$ cat src/rtl/page_pair_dfx_sequencer_if.sv
// Page-side bundle of the DFX page-pair sequencer: raw page outputs in, decoupled leaf
// data and per-page reset/resend/ap_start controls out.
interface page_pair_dfx_sequencer_if #(
  parameter int unsigned DW = 49
);
  logic [DW-1:0] page_dout_0;
  logic [DW-1:0] page_dout_1;
  logic [DW-1:0] leaf_dout_0;
  logic [DW-1:0] leaf_dout_1;
  logic          page_reset_0;
  logic          page_reset_1;
  logic          page_resend_0;
  logic          page_resend_1;
  logic          page_ap_start_0;
  logic          page_ap_start_1;

  modport master (
    input  page_dout_0, page_dout_1,
    output leaf_dout_0, leaf_dout_1,
    output page_reset_0, page_reset_1,
    output page_resend_0, page_resend_1,
    output page_ap_start_0, page_ap_start_1
  );

  modport slave (
    output page_dout_0, page_dout_1,
    input  leaf_dout_0, leaf_dout_1,
    input  page_reset_0, page_reset_1,
    input  page_resend_0, page_resend_1,
    input  page_ap_start_0, page_ap_start_1
  );
endinterface

$ cat src/rtl/page_pair_dfx_sequencer.sv
// Sequences two DFX leaf pages through reconfig, reset, resend and ap_start, decoupling
// each page's leaf output until it runs and sharing one resend slot round-robin.
module page_pair_dfx_sequencer #(
  parameter int unsigned DW            = 49,
  parameter int unsigned RST_CYCLES    = 16,
  parameter int unsigned RESEND_CYCLES = 4
) (
  input  logic                          clk,
  input  logic                          reset_n,
  input  logic [1:0]                    rp_reconfig,
  input  logic [1:0]                    rp_start,
  output logic [1:0]                    running,
  page_pair_dfx_sequencer_if.master     pg
);

  localparam int unsigned CMAX = (RST_CYCLES > RESEND_CYCLES) ? RST_CYCLES : RESEND_CYCLES;
  localparam int unsigned CW   = $clog2(CMAX + 1);

  typedef enum logic [2:0] {
    S_IDLE,
    S_RECONF,
    S_RST_HOLD,
    S_WAIT_GNT,
    S_RESEND,
    S_RUN
  } state_t;

  typedef struct packed {
    state_t        st;
    logic [CW-1:0] cnt;
  } step_t;

  state_t        state_0, state_1;
  logic [CW-1:0] cnt_0, cnt_1;
  logic          prio;
  logic          prio_nxt;
  logic [1:0]    req, busy, gnt;
  step_t         nxt_0, nxt_1;

  function automatic step_t step(input state_t f_st, input logic [CW-1:0] f_cnt,
                                 input logic f_start, input logic f_reconf, input logic f_gnt);
    step_t r;
    r.st  = f_st;
    r.cnt = f_cnt;
    if (f_reconf) begin
      r.st  = S_RECONF;
      r.cnt = '0;
    end else begin
      case (f_st)
        S_IDLE: if (f_start) begin
          r.st  = S_RST_HOLD;
          r.cnt = '0;
        end
        S_RECONF: r.st = S_IDLE;
        S_RST_HOLD: begin
          if (!f_start) begin
            r.st  = S_IDLE;
            r.cnt = '0;
          end else if (f_cnt == CW'(RST_CYCLES - 1)) begin
            r.st  = S_WAIT_GNT;
            r.cnt = '0;
          end else begin
            r.cnt = f_cnt + 1'b1;
          end
        end
        S_WAIT_GNT: begin
          if (!f_start) begin
            r.st = S_IDLE;
          end else if (f_gnt) begin
            r.st  = S_RESEND;
            r.cnt = '0;
          end
        end
        S_RESEND: begin
          if (!f_start) begin
            r.st  = S_IDLE;
            r.cnt = '0;
          end else if (f_cnt == CW'(RESEND_CYCLES - 1)) begin
            r.st  = S_RUN;
            r.cnt = '0;
          end else begin
            r.cnt = f_cnt + 1'b1;
          end
        end
        S_RUN: if (!f_start) r.st = S_IDLE;
        default: begin
          r.st  = S_IDLE;
          r.cnt = '0;
        end
      endcase
    end
    return r;
  endfunction

  // An aborting page (reconfig or stop) frees the slot in the same cycle; a normal
  // RESEND completion frees it only once the page has actually left RESEND.
  always_comb begin
    req[0]   = (state_0 == S_WAIT_GNT) && rp_start[0] && !rp_reconfig[0];
    req[1]   = (state_1 == S_WAIT_GNT) && rp_start[1] && !rp_reconfig[1];
    busy[0]  = (state_0 == S_RESEND) && rp_start[0] && !rp_reconfig[0];
    busy[1]  = (state_1 == S_RESEND) && rp_start[1] && !rp_reconfig[1];
    gnt      = '0;
    prio_nxt = prio;
    if (busy == '0) begin
      if (req == 2'b11) begin
        gnt      = prio ? 2'b10 : 2'b01;
        prio_nxt = ~prio;
      end else begin
        gnt = req;
      end
    end
    nxt_0 = step(state_0, cnt_0, rp_start[0], rp_reconfig[0], gnt[0]);
    nxt_1 = step(state_1, cnt_1, rp_start[1], rp_reconfig[1], gnt[1]);
  end

  // Outputs are registered from the next state so the first RUN cycle already forwards data.
  always_ff @(posedge clk or negedge reset_n) begin
    if (!reset_n) begin
      state_0            <= S_IDLE;
      state_1            <= S_IDLE;
      cnt_0              <= '0;
      cnt_1              <= '0;
      prio               <= 1'b0;
      running            <= '0;
      pg.leaf_dout_0     <= '0;
      pg.leaf_dout_1     <= '0;
      pg.page_reset_0    <= 1'b1;
      pg.page_reset_1    <= 1'b1;
      pg.page_resend_0   <= 1'b0;
      pg.page_resend_1   <= 1'b0;
      pg.page_ap_start_0 <= 1'b0;
      pg.page_ap_start_1 <= 1'b0;
    end else begin
      state_0            <= nxt_0.st;
      state_1            <= nxt_1.st;
      cnt_0              <= nxt_0.cnt;
      cnt_1              <= nxt_1.cnt;
      prio               <= prio_nxt;
      running[0]         <= (nxt_0.st == S_RUN);
      running[1]         <= (nxt_1.st == S_RUN);
      pg.leaf_dout_0     <= (nxt_0.st == S_RUN) ? pg.page_dout_0 : '0;
      pg.leaf_dout_1     <= (nxt_1.st == S_RUN) ? pg.page_dout_1 : '0;
      pg.page_reset_0    <= (nxt_0.st == S_IDLE) || (nxt_0.st == S_RECONF) || (nxt_0.st == S_RST_HOLD);
      pg.page_reset_1    <= (nxt_1.st == S_IDLE) || (nxt_1.st == S_RECONF) || (nxt_1.st == S_RST_HOLD);
      pg.page_resend_0   <= (nxt_0.st == S_RESEND);
      pg.page_resend_1   <= (nxt_1.st == S_RESEND);
      pg.page_ap_start_0 <= (nxt_0.st == S_RUN);
      pg.page_ap_start_1 <= (nxt_1.st == S_RUN);
    end
  end

endmodule
$ cat src/flat_wrapper.sv
// flat-port wrapper written by rule: the top's interface ports become plain ports
module page_pair_dfx_sequencer_flat 
#(
  parameter int unsigned DW            = 49,
  parameter int unsigned RST_CYCLES    = 16,
  parameter int unsigned RESEND_CYCLES = 4
)
  (clk, reset_n, rp_reconfig, rp_start, running, pg_page_dout_0, pg_page_dout_1, pg_leaf_dout_0, pg_leaf_dout_1, pg_page_reset_0, pg_page_reset_1, pg_page_resend_0, pg_page_resend_1, pg_page_ap_start_0, pg_page_ap_start_1);
  page_pair_dfx_sequencer_if #(.DW(DW)) pg_i ();
  input  logic clk;
  input  logic reset_n;
  input  logic [1:0] rp_reconfig;
  input  logic [1:0] rp_start;
  output logic [1:0] running;
  input wire logic [$bits(pg_i.page_dout_0)-1:0] pg_page_dout_0;
  input wire logic [$bits(pg_i.page_dout_1)-1:0] pg_page_dout_1;
  output wire logic [$bits(pg_i.leaf_dout_0)-1:0] pg_leaf_dout_0;
  output wire logic [$bits(pg_i.leaf_dout_1)-1:0] pg_leaf_dout_1;
  output wire logic [$bits(pg_i.page_reset_0)-1:0] pg_page_reset_0;
  output wire logic [$bits(pg_i.page_reset_1)-1:0] pg_page_reset_1;
  output wire logic [$bits(pg_i.page_resend_0)-1:0] pg_page_resend_0;
  output wire logic [$bits(pg_i.page_resend_1)-1:0] pg_page_resend_1;
  output wire logic [$bits(pg_i.page_ap_start_0)-1:0] pg_page_ap_start_0;
  output wire logic [$bits(pg_i.page_ap_start_1)-1:0] pg_page_ap_start_1;
  assign pg_i.page_dout_0 = pg_page_dout_0;
  assign pg_i.page_dout_1 = pg_page_dout_1;
  assign pg_leaf_dout_0 = pg_i.leaf_dout_0;
  assign pg_leaf_dout_1 = pg_i.leaf_dout_1;
  assign pg_page_reset_0 = pg_i.page_reset_0;
  assign pg_page_reset_1 = pg_i.page_reset_1;
  assign pg_page_resend_0 = pg_i.page_resend_0;
  assign pg_page_resend_1 = pg_i.page_resend_1;
  assign pg_page_ap_start_0 = pg_i.page_ap_start_0;
  assign pg_page_ap_start_1 = pg_i.page_ap_start_1;
  page_pair_dfx_sequencer #(.DW(DW), .RST_CYCLES(RST_CYCLES), .RESEND_CYCLES(RESEND_CYCLES)) u_core (.clk(clk), .reset_n(reset_n), .rp_reconfig(rp_reconfig), .rp_start(rp_start), .running(running), .pg(pg_i));
endmodule
$ cat config.mk
export PLATFORM = sky130hd
export DESIGN_NAME = page_pair_dfx_sequencer_flat
export DESIGN_NICKNAME = d
export VERILOG_FILES = /design/src/rtl/page_pair_dfx_sequencer_if.sv /design/src/rtl/page_pair_dfx_sequencer.sv /design/src/flat_wrapper.sv
export SDC_FILE = /design/constraint.sdc
export NUM_CORES = 1
export LEC_CHECK = 0
export BUFFER_PORTS_ARGS = -buffer_cell sky130_fd_sc_hd__buf_2
export CELL_PAD_IN_SITES_DETAIL_PLACEMENT = 1
export CELL_PAD_IN_SITES_GLOBAL_PLACEMENT = 2
export CORE_ASPECT_RATIO = 1.25
export CORE_MARGIN = 10
export CORE_UTILIZATION = 31
export CTS_CLUSTER_SIZE = 40
export DETAILED_ROUTE_END_ITERATION = 8
export PLACE_DENSITY_LB_ADDON = 0.1
export SLEW_MARGIN = 5
export SYNTH_ARGS = -nofsm -noshare
export SYNTH_HDL_FRONTEND = slang
export SYNTH_SLANG_ARGS = --single-unit
$ cat constraint.sdc
create_clock -name clk -period 6.4 [get_ports clk]
set_input_delay 0.32 -clock clk [delete_from_list [all_inputs] [get_ports clk]]
set_output_delay 0.32 -clock clk [all_outputs]
set_load 0.02 [all_outputs]
==> results.sh, run 1 <==
export IMPL_status="finished clean"
export IMPL_synth_ff_type="dfrtp_1"
export IMPL_grtUsageMet1_pct=15.3
export IMPL_whs_ns=0.139
export IMPL_grt_pass1_wl_um=22500
export IMPL_routed_wl_um=14500
export IMPL_final_setup_viol_count=0
export IMPL_insertion_delay_ns=0.40
export IMPL_worst_slack_ns=3.94
export IMPL_max_slew_worst_pin_slew_ns=0.953
export IMPL_finClkSkew_ns=0.0128
export IMPL_holdPathStages=2
export IMPL_hold_viol=0
export IMPL_ys_seq_area_share_pct=66.0
export IMPL_crit_path_end_kind="register"
export IMPL_synth_nets=467
export IMPL_required_ns=6.73
export IMPL_setup_tns_ns=0
export IMPL_synth_area_mm2=0.00459
export IMPL_placed_area_mm2=0.00576
export IMPL_dr_pass1_iters=4
export IMPL_yosysUniqueCellTypes=49
export IMPL_overflow=0
export IMPL_cts_max_level=4
export IMPL_yosysTopAreaCellShare_pct=64.8
export IMPL_reg2reg_to="u_core.pg.leaf_dout_1[17]$_DFF_PN0_"
export IMPL_die_height_um=156
export IMPL_reg2reg_depth=5
export IMPL_holdPathEnd="u_core.pg.leaf_dout_1[24]$_DFF_PN0_"
export IMPL_fp_row_count=49
export IMPL_design_area_mm2=0.00633
export IMPL_synthCells=357
export IMPL_first_global_vias=4039
export IMPL_post_cts_repair_setup_buffers=0
export IMPL_cp_max_fo=52
export IMPL_port_buffer_count=209
export IMPL_grt_max_degree=77
export IMPL_start_util_pct=31.7
export IMPL_hold_start="pg_page_dout_1[24]"
export IMPL_fin_crit_ns=2.46
export IMPL_r2r_start="u_core.state_0[2]$_DFF_PN0_"
export IMPL_cts_root_buf="clkbuf_16"
export IMPL_p_per_area_mw_per_mm2=276
export IMPL_grtUsageMet2_pct=23.1
export IMPL_fmax_mhz=406
export IMPL_slowest_delay_ns=0.49
export IMPL_static_leakage_power_nw=3.89
export IMPL_drtIter0Drc=259
export IMPL_layout_nets=677
export IMPL_dieArea_mm2=0.0201
export IMPL_clk_pin_slew_ns=0.05
export IMPL_yosys_area_top_type="dfrtp_1"
export IMPL_cp_top_family="simple AND/OR/NAND/NOR gates"
export IMPL_cts_inserted_buffers=17
export IMPL_ys_ff_latch=121
export IMPL_dp_slack_ns=3.96
export IMPL_synthTopCellsByArea="dfrtp_1, and3_1, ha_1"
export IMPL_synth_avg_cell_area_um2=12.9
export IMPL_layout_worst_path_cycle_share_pct=38.5
export IMPL_r2r_slack_ns=3.94
export IMPL_drc=0
export IMPL_tritoncts="yes"
export IMPL_synthArstFlopShare_pct=100
export IMPL_grt_use_met3_pct=8.67
export IMPL_vias_per_cell=4.78
export IMPL_dpl_hpwl_um=10700
export IMPL_ant_nets=0
export IMPL_criticalPathCategory="register to register"
export IMPL_synth_edf_count=0
export IMPL_cts_buffer_depth=2
export IMPL_ctsResizeCount=0
export IMPL_grt_busiest_layer="met2"
export IMPL_design_portCount=210
export IMPL_rsz0062_at_grt="false"
export IMPL_post_drt_wl_per_cell_um=19.1
export IMPL_max_slew_margin_pct=36.5
export IMPL_clock_sinks=121
export IMPL_hp_class="input pin to register"
export IMPL_worstPathCellList="or3b_4 -> or3_4 -> a311oi_2 -> a21o_4 -> and3_1"
export IMPL_n_fill_cell=1606
export IMPL_grt_use_total_pct=14.4
export IMPL_gp_congestion=0.713
export IMPL_startpoint_type="register"
export IMPL_drive_above_1_share_pct=43.6
export IMPL_area_delta_synth_final_pct=37.9
export IMPL_irDropWorstVdd_mv=0.233
export IMPL_slew_violations=0
export IMPL_max_cap_violations=0
export IMPL_antenna_found_initial=2
export IMPL_die_w_um=129
export IMPL_vias=3620
export IMPL_yosys_warnings=0
export IMPL_crit_buf_inv=0
export IMPL_crit_path_top_delay_cell="dfrtp_1"
export IMPL_worstPathArrival_ns=2.80
export IMPL_core_mm2=0.0145
-- final cells by class --
cell class,count,area [µm²],area share (%)
multi-input combinational,203,1390,21.9
inverter,10,37.5,0.593
antenna,2,5.00,0.0790
sequential,121,3030,47.8
timing repair buffer,214,1090,17.2
clock buffer,22,464,7.33
clock inverter,8,97.6,1.54
tap,178,223,3.52
-- flip-flops by register name, summed over array words and instances (netlist names) --
register / cells
u_core.cnt_1: 5
u_core.pg.page_resend_0: 1
u_core.pg.page_ap_start_1: 1
u_core.pg.page_reset_1: 1
u_core.pg.leaf_dout_1: 49
u_core.cnt_0: 5
u_core.pg.page_resend_1: 1
u_core.prio: 1
u_core.running: 1
u_core.pg.page_reset_0: 1
u_core.pg.leaf_dout_0: 49
u_core.state_0: 3
u_core.state_1: 3
-- how the worst max path moves through the flow --
stage	from	end	slack [ns]	cells past startpoint
3_3_place_gp	u_core.state_0[2]$_DFF_PN0_	u_core.pg.leaf_dout_1[34]$_DFF_PN0_	3.98	5
5_1_grt	u_core.state_0[2]$_DFF_PN0_	u_core.pg.leaf_dout_1[36]$_DFF_PN0_	3.80	5
4_1_cts	u_core.state_0[2]$_DFF_PN0_	u_core.pg.leaf_dout_1[17]$_DFF_PN0_	3.95	5
6_report	u_core.state_0[2]$_DFF_PN0_	u_core.pg.leaf_dout_1[17]$_DFF_PN0_	3.94	5
2_1_floorplan	u_core.state_0[2]$_DFF_PN0_	u_core.pg.leaf_dout_1[0]$_DFF_PN0_	4.34	6
3_5_place_dp	u_core.state_0[2]$_DFF_PN0_	u_core.pg.leaf_dout_1[14]$_DFF_PN0_	3.96	5
-- report_power, final --
part	total [W]	internal, W	switching (W)
Sequential	0.000772	0.000768	0.00000332
Clock	0.000906	0.000586	0.000320
Combinational	0.0000689	0.0000304	0.0000386
-- layer usage --
layer  share of wire [%]  vias to the layer above
met5                   0                        -
met4                 1.5                        0
met3                  12                       12
met2                  49                      156
met1                  38                     1779
li1                    -                     1673
-- synthesized netlist by cell type (2+ instances only) --
library cell  number
dfrtp_1          119
and3_1            99
nor2_1            12
inv_1             10
clkbuf_1           9
nand2_1            7
nand2b_1           7
nor2b_1            7
o21ai_0            7
ha_1               6
buf_2              5
buf_6              5
nand3_1            5
a21oi_1            4
a211o_1            3
a21o_1             3
a22o_1             3
and2_1             3
nor3_1             3
nor4b_1            3
a31oi_1            2
buf_4              2
clkbuf_2           2
dfstp_2            2
mux2_2             2
nor3b_1            2
o21bai_1           2
o2bb2ai_1          2
-- metrics by stage --
step	instances	util, %	total power (W)
2_1_floorplan	357	-	0.000802
3_3_place_gp	725	39.8	0.000854
3_5_place_dp	725	39.8	0.000855
4_1_cts	756	43.7	0.00178
5_1_grt	757	43.8	0.00182
6_report	758	43.8	0.00175
-- placed cells by master, fill, tap and decap left out, drive strengths merged, types with 3 or more instances in the layout --
cell type    n
a21oi        4
nand3        5
a21o         4
buf        213
nor3         3
and3        99
clkbuf      22
nor2        12
nor2b        7
a211o        3
dfrtp      119
nor4b        3
nand2b       7
a22o         3
o21ai        7
nand2        7
and2         3
clkinv       3
ha           6
inv         10
clkinvlp     3
-- cell families (layout without fill, tap and decap cells) --
kind of cell	after synthesis	in the layout	share of synthesized area, %
AO/OA/AOI/OAI	40	40	7.52
XOR/XNOR	1	1	0.191
adder cells (fa/ha/maj)	6	6	1.63
buffers and inverters	33	254	3.87
flip-flops	121	121	66.0
multiplexers	2	2	0.490
other	0	2	0
AND/OR/NAND/NOR	154	154	20.3
-- what timing repair did --
action | in CTS | in global routing
hold buffers | 1 | 0
endpoints found under the setup margin | 0 | 0
hold endpoints to repair | 43 | 0
Note: power is estimated with default switching activity, not from simulation.
==> run 2: changes to the inputs <==
Settings changed: ABC_AREA set to 1, CORE_UTILIZATION 31 to 27.
Clock period 6.4 ns to 2.32 ns, I/O delays scaled along.
==> run 2 against run 1 <==
  * Maximum frequency grew 21%
  * Clock skew shrank 0.0054 ns
  * Final area increased by 20%
  * Global-route usage is 0.41 points lower
  * Power rose to 2.9 times the previous value
  * Wire length grew 12%
  * Combinational power rose to 5.5 times the previous value
  * First-iteration DRC count fell by 42%
  * Synthesized cell count is 37% higher
  * Utilization about the same
  * Via count is 17% higher
  * Clock power grew to 2.9 times the previous value
  * Critical path type unchanged
  * Largest cell class unchanged
==> results.sh, run 2 <==
export IMPL_status="finished clean"
export IMPL_dieArea_mm2=0.0232
export IMPL_overflow=0
export IMPL_synth_area_mm2=0.00473
export IMPL_clock_sinks=121
export IMPL_cts_inserted_buffers=17
export IMPL_ys_ff_latch=121
export IMPL_cts_root_buf="clkbuf_16"
export IMPL_ctsResizeCount=0
export IMPL_synthTopCellsByCount="inv_1, dfrtp_1, nor2_1, nand2_1, nor2_2"
export IMPL_cp_top_family="simple AND/OR/NAND/NOR gates"
export IMPL_die_height_um=168
export IMPL_drc=0
export IMPL_max_slew_margin_pct=69.0
export IMPL_grt_use_total_pct=14.0
export IMPL_crit_buf_inv=3
export IMPL_holdPathEnd="u_core.state_1[1]$_DFF_PN0_"
export IMPL_cp_max_fo=36
export IMPL_synth_nets=599
export IMPL_grt_max_degree=71
export IMPL_start_util_pct=27.2
export IMPL_hold_start="rp_start[1]"
export IMPL_yosys_area_top_type="dfrtp_1"
export IMPL_layout_cells_most_common_list="buf_2, inv_1, dfrtp_1"
export IMPL_holdPathStages=3
export IMPL_routed_wl_um=16300
export IMPL_n_fill_cell=2036
export IMPL_fmax_mhz=489
export IMPL_cts_hold_buf=101
export IMPL_hp_class="input pin to register"
export IMPL_antenna_cells=0
export IMPL_worstPathArrival_ns=2.34
export IMPL_drive_above_1_share_pct=33.9
export IMPL_max_cap_violations=0
export IMPL_clk_pin_slew_ns=0.06
export IMPL_tritoncts="yes"
export IMPL_synthTopCellsByArea="dfrtp_1, inv_1, nor2_1"
export IMPL_crit_path_end_kind="register"
export IMPL_first_global_vias=4961
export IMPL_r2r_start="u_core.cnt_0[0]$_DFFE_PN0P_"
export IMPL_yosysUniqueCellTypes=26
export IMPL_dp_slack_ns=0.255
export IMPL_design_portCount=210
export IMPL_cts_max_level=4
export IMPL_die_w_um=138
export IMPL_core_mm2=0.0174
export IMPL_reg2reg_depth=11
export IMPL_final_common_cell="buf_2"
export IMPL_vias=4241
export IMPL_criticalPathCategory="register to register"
export IMPL_grt_pass1_wl_um=25800
export IMPL_ys_seq_area_share_pct=64.1
export IMPL_final_setup_viol_count=0
export IMPL_crit_path_top_delay_cell="dfrtp_1"
export IMPL_grtUsageMet1_pct=13.1
export IMPL_area_delta_synth_final_pct=60.8
export IMPL_synth_ff_type="dfrtp_1"
export IMPL_dr_pass1_iters=4
export IMPL_synthCells=489
export IMPL_static_leakage_power_nw=4.54
export IMPL_rsz0062_at_grt="false"
export IMPL_hold_viol=0
export IMPL_synth_edf_count=0
export IMPL_gp_congestion=0.753
export IMPL_fin_crit_ns=2.04
export IMPL_slew_violations=0
export IMPL_drtIter0Drc=150
export IMPL_setup_tns_ns=0
export IMPL_grt_use_met3_pct=6.61
export IMPL_ant_nets=0
export IMPL_reg2reg_to="u_core.pg.leaf_dout_0[40]$_DFF_PN0_"
export IMPL_synthArstFlopShare_pct=100
export IMPL_grtUsageMet2_pct=25.7
export IMPL_slowest_delay_ns=0.40
export IMPL_synth_avg_cell_area_um2=9.67
export IMPL_worstPathCellList="ha_1 -> nand3_1 -> inv_1 -> ha_1 -> inv_1 -> nor2_1 -> a21oi_1 -> nand3_2 -> nand2_4 -> buf_12 -> nor2_1"
export IMPL_post_drt_wl_per_cell_um=15.5
export IMPL_layout_worst_path_cycle_share_pct=88.1
export IMPL_cts_buffer_depth=2
export IMPL_vias_per_cell=4.04
export IMPL_dpl_hpwl_um=11900
export IMPL_grt_busiest_layer="met2"
export IMPL_finClkSkew_ns=0.00746
export IMPL_irDropWorstVdd_mv=0.409
export IMPL_post_cts_repair_setup_buffers=0
export IMPL_synth_most_common_cell="inv_1"
export IMPL_max_slew_worst_pin_slew_ns=0.465
export IMPL_reg_top3="u_core.pg.leaf_dout_0 (49), u_core.pg.leaf_dout_1 (49)"
export IMPL_worst_slack_ns=0.277
export IMPL_startpoint_type="register"
export IMPL_insertion_delay_ns=0.41
export IMPL_r2r_slack_ns=0.28
export IMPL_port_buffer_count=209
export IMPL_yosysTopAreaCellShare_pct=63.0
export IMPL_layout_nets=922
export IMPL_fp_row_count=54
export IMPL_yosys_warnings=0
export IMPL_required_ns=2.62
export IMPL_p_per_area_mw_per_mm2=670
export IMPL_antenna_found_initial=0
-- run 2: cell count changes after synthesis, sizes merged, moves of 4 or more --
cell    change
nor2b       -7
nor2      +109
a21o        -4
and3       -99
clkbuf     -11
nand2      +41
nand3      +16
nand2b      -7
inv       +120
o21ai       +7
-- run 2: worst reg2reg max path, cell delays in order, from the launching register on --
cell and delay, ns:
dfrtp_1 0.40, ha_1 0.25, nand3_1 0.11, inv_1 0.05, ha_1 0.18, inv_1 0.05, nor2_1 0.04, a21oi_1 0.18
nand3_2 0.15, nand2_4 0.18, buf_12 0.25, nor2_1 0.09
-- run 2: power breakdown --
group	total (W)	switching [W]	internal [W]
combinational	0.000376	0.000170	0.000206
sequential	0.00213	0.00000730	0.00212
clock	0.00259	0.000961	0.00163
total	0.00509	0.00114	0.00396
-- run 2: cell type report --
| cell class | instances | area, µm² | share of cell area (%) |
|---|---|---|---|
| Clock buffer | 20 | 457 | 6.00 |
| Inverter | 130 | 488 | 6.42 |
| Tap cell | 224 | 280 | 3.68 |
| Multi-Input combinational cell | 226 | 1080 | 14.2 |
| Sequential cell | 121 | 3030 | 39.8 |
| Timing Repair Buffer | 316 | 2140 | 28.2 |
| Clock inverter | 12 | 125 | 1.65 |
-- run 2: through the flow --
| step | utilization, % | hold slack [ns] | power (W) | std cells | area [µm²] |
|---|---|---|---|---|---|
| after CTS | 43.8 | 0.0700 | 0.00518 | 1049 | 7610 |
| after floorplan | - | -0.180 | 0.00224 | 489 | 4730 |
| after global placement | 34.6 | 0.00634 | 0.00241 | 916 | 6010 |
| final | 43.8 | 0.0764 | 0.00509 | 1049 | 7610 |
| after global routing | 43.8 | 0.0979 | 0.00531 | 1049 | 7610 |
| after detailed placement | 34.6 | 0.00810 | 0.00241 | 916 | 6010 |
-- run 2: cells by family after synthesis --
kind of cell / synth area share, %
xor+xnor: 0.741
buf+inv: 13.0
flops: 64.1
fa+ha+maj: 1.59
simple gates: 18.1
compound gates: 2.49
-- run 2: how the worst max path moves through the flow --
stage	startpoint	end	cells past startpoint
global placement	u_core.cnt_0[0]$_DFFE_PN0P_	u_core.pg.leaf_dout_0[16]$_DFF_PN0_	11
finish	u_core.cnt_0[0]$_DFFE_PN0P_	u_core.pg.leaf_dout_0[40]$_DFF_PN0_	11
CTS	u_core.cnt_0[0]$_DFFE_PN0P_	u_core.pg.leaf_dout_0[40]$_DFF_PN0_	11
floorplan	u_core.cnt_0[0]$_DFFE_PN0P_	u_core.pg.leaf_dout_0[19]$_DFF_PN0_	11
detailed placement	u_core.cnt_0[0]$_DFFE_PN0P_	u_core.pg.leaf_dout_0[40]$_DFF_PN0_	11
global route	u_core.cnt_0[0]$_DFFE_PN0P_	u_core.pg.leaf_dout_0[12]$_DFF_PN0_	11
-- run 2: per-layer routing --
layer / up-vias / part of all wire [%]
met5: - / 0
met4: 0 / 2.2
met3: 26 / 8.6
met2: 124 / 54
met1: 2043 / 35
li1: 2048 / -
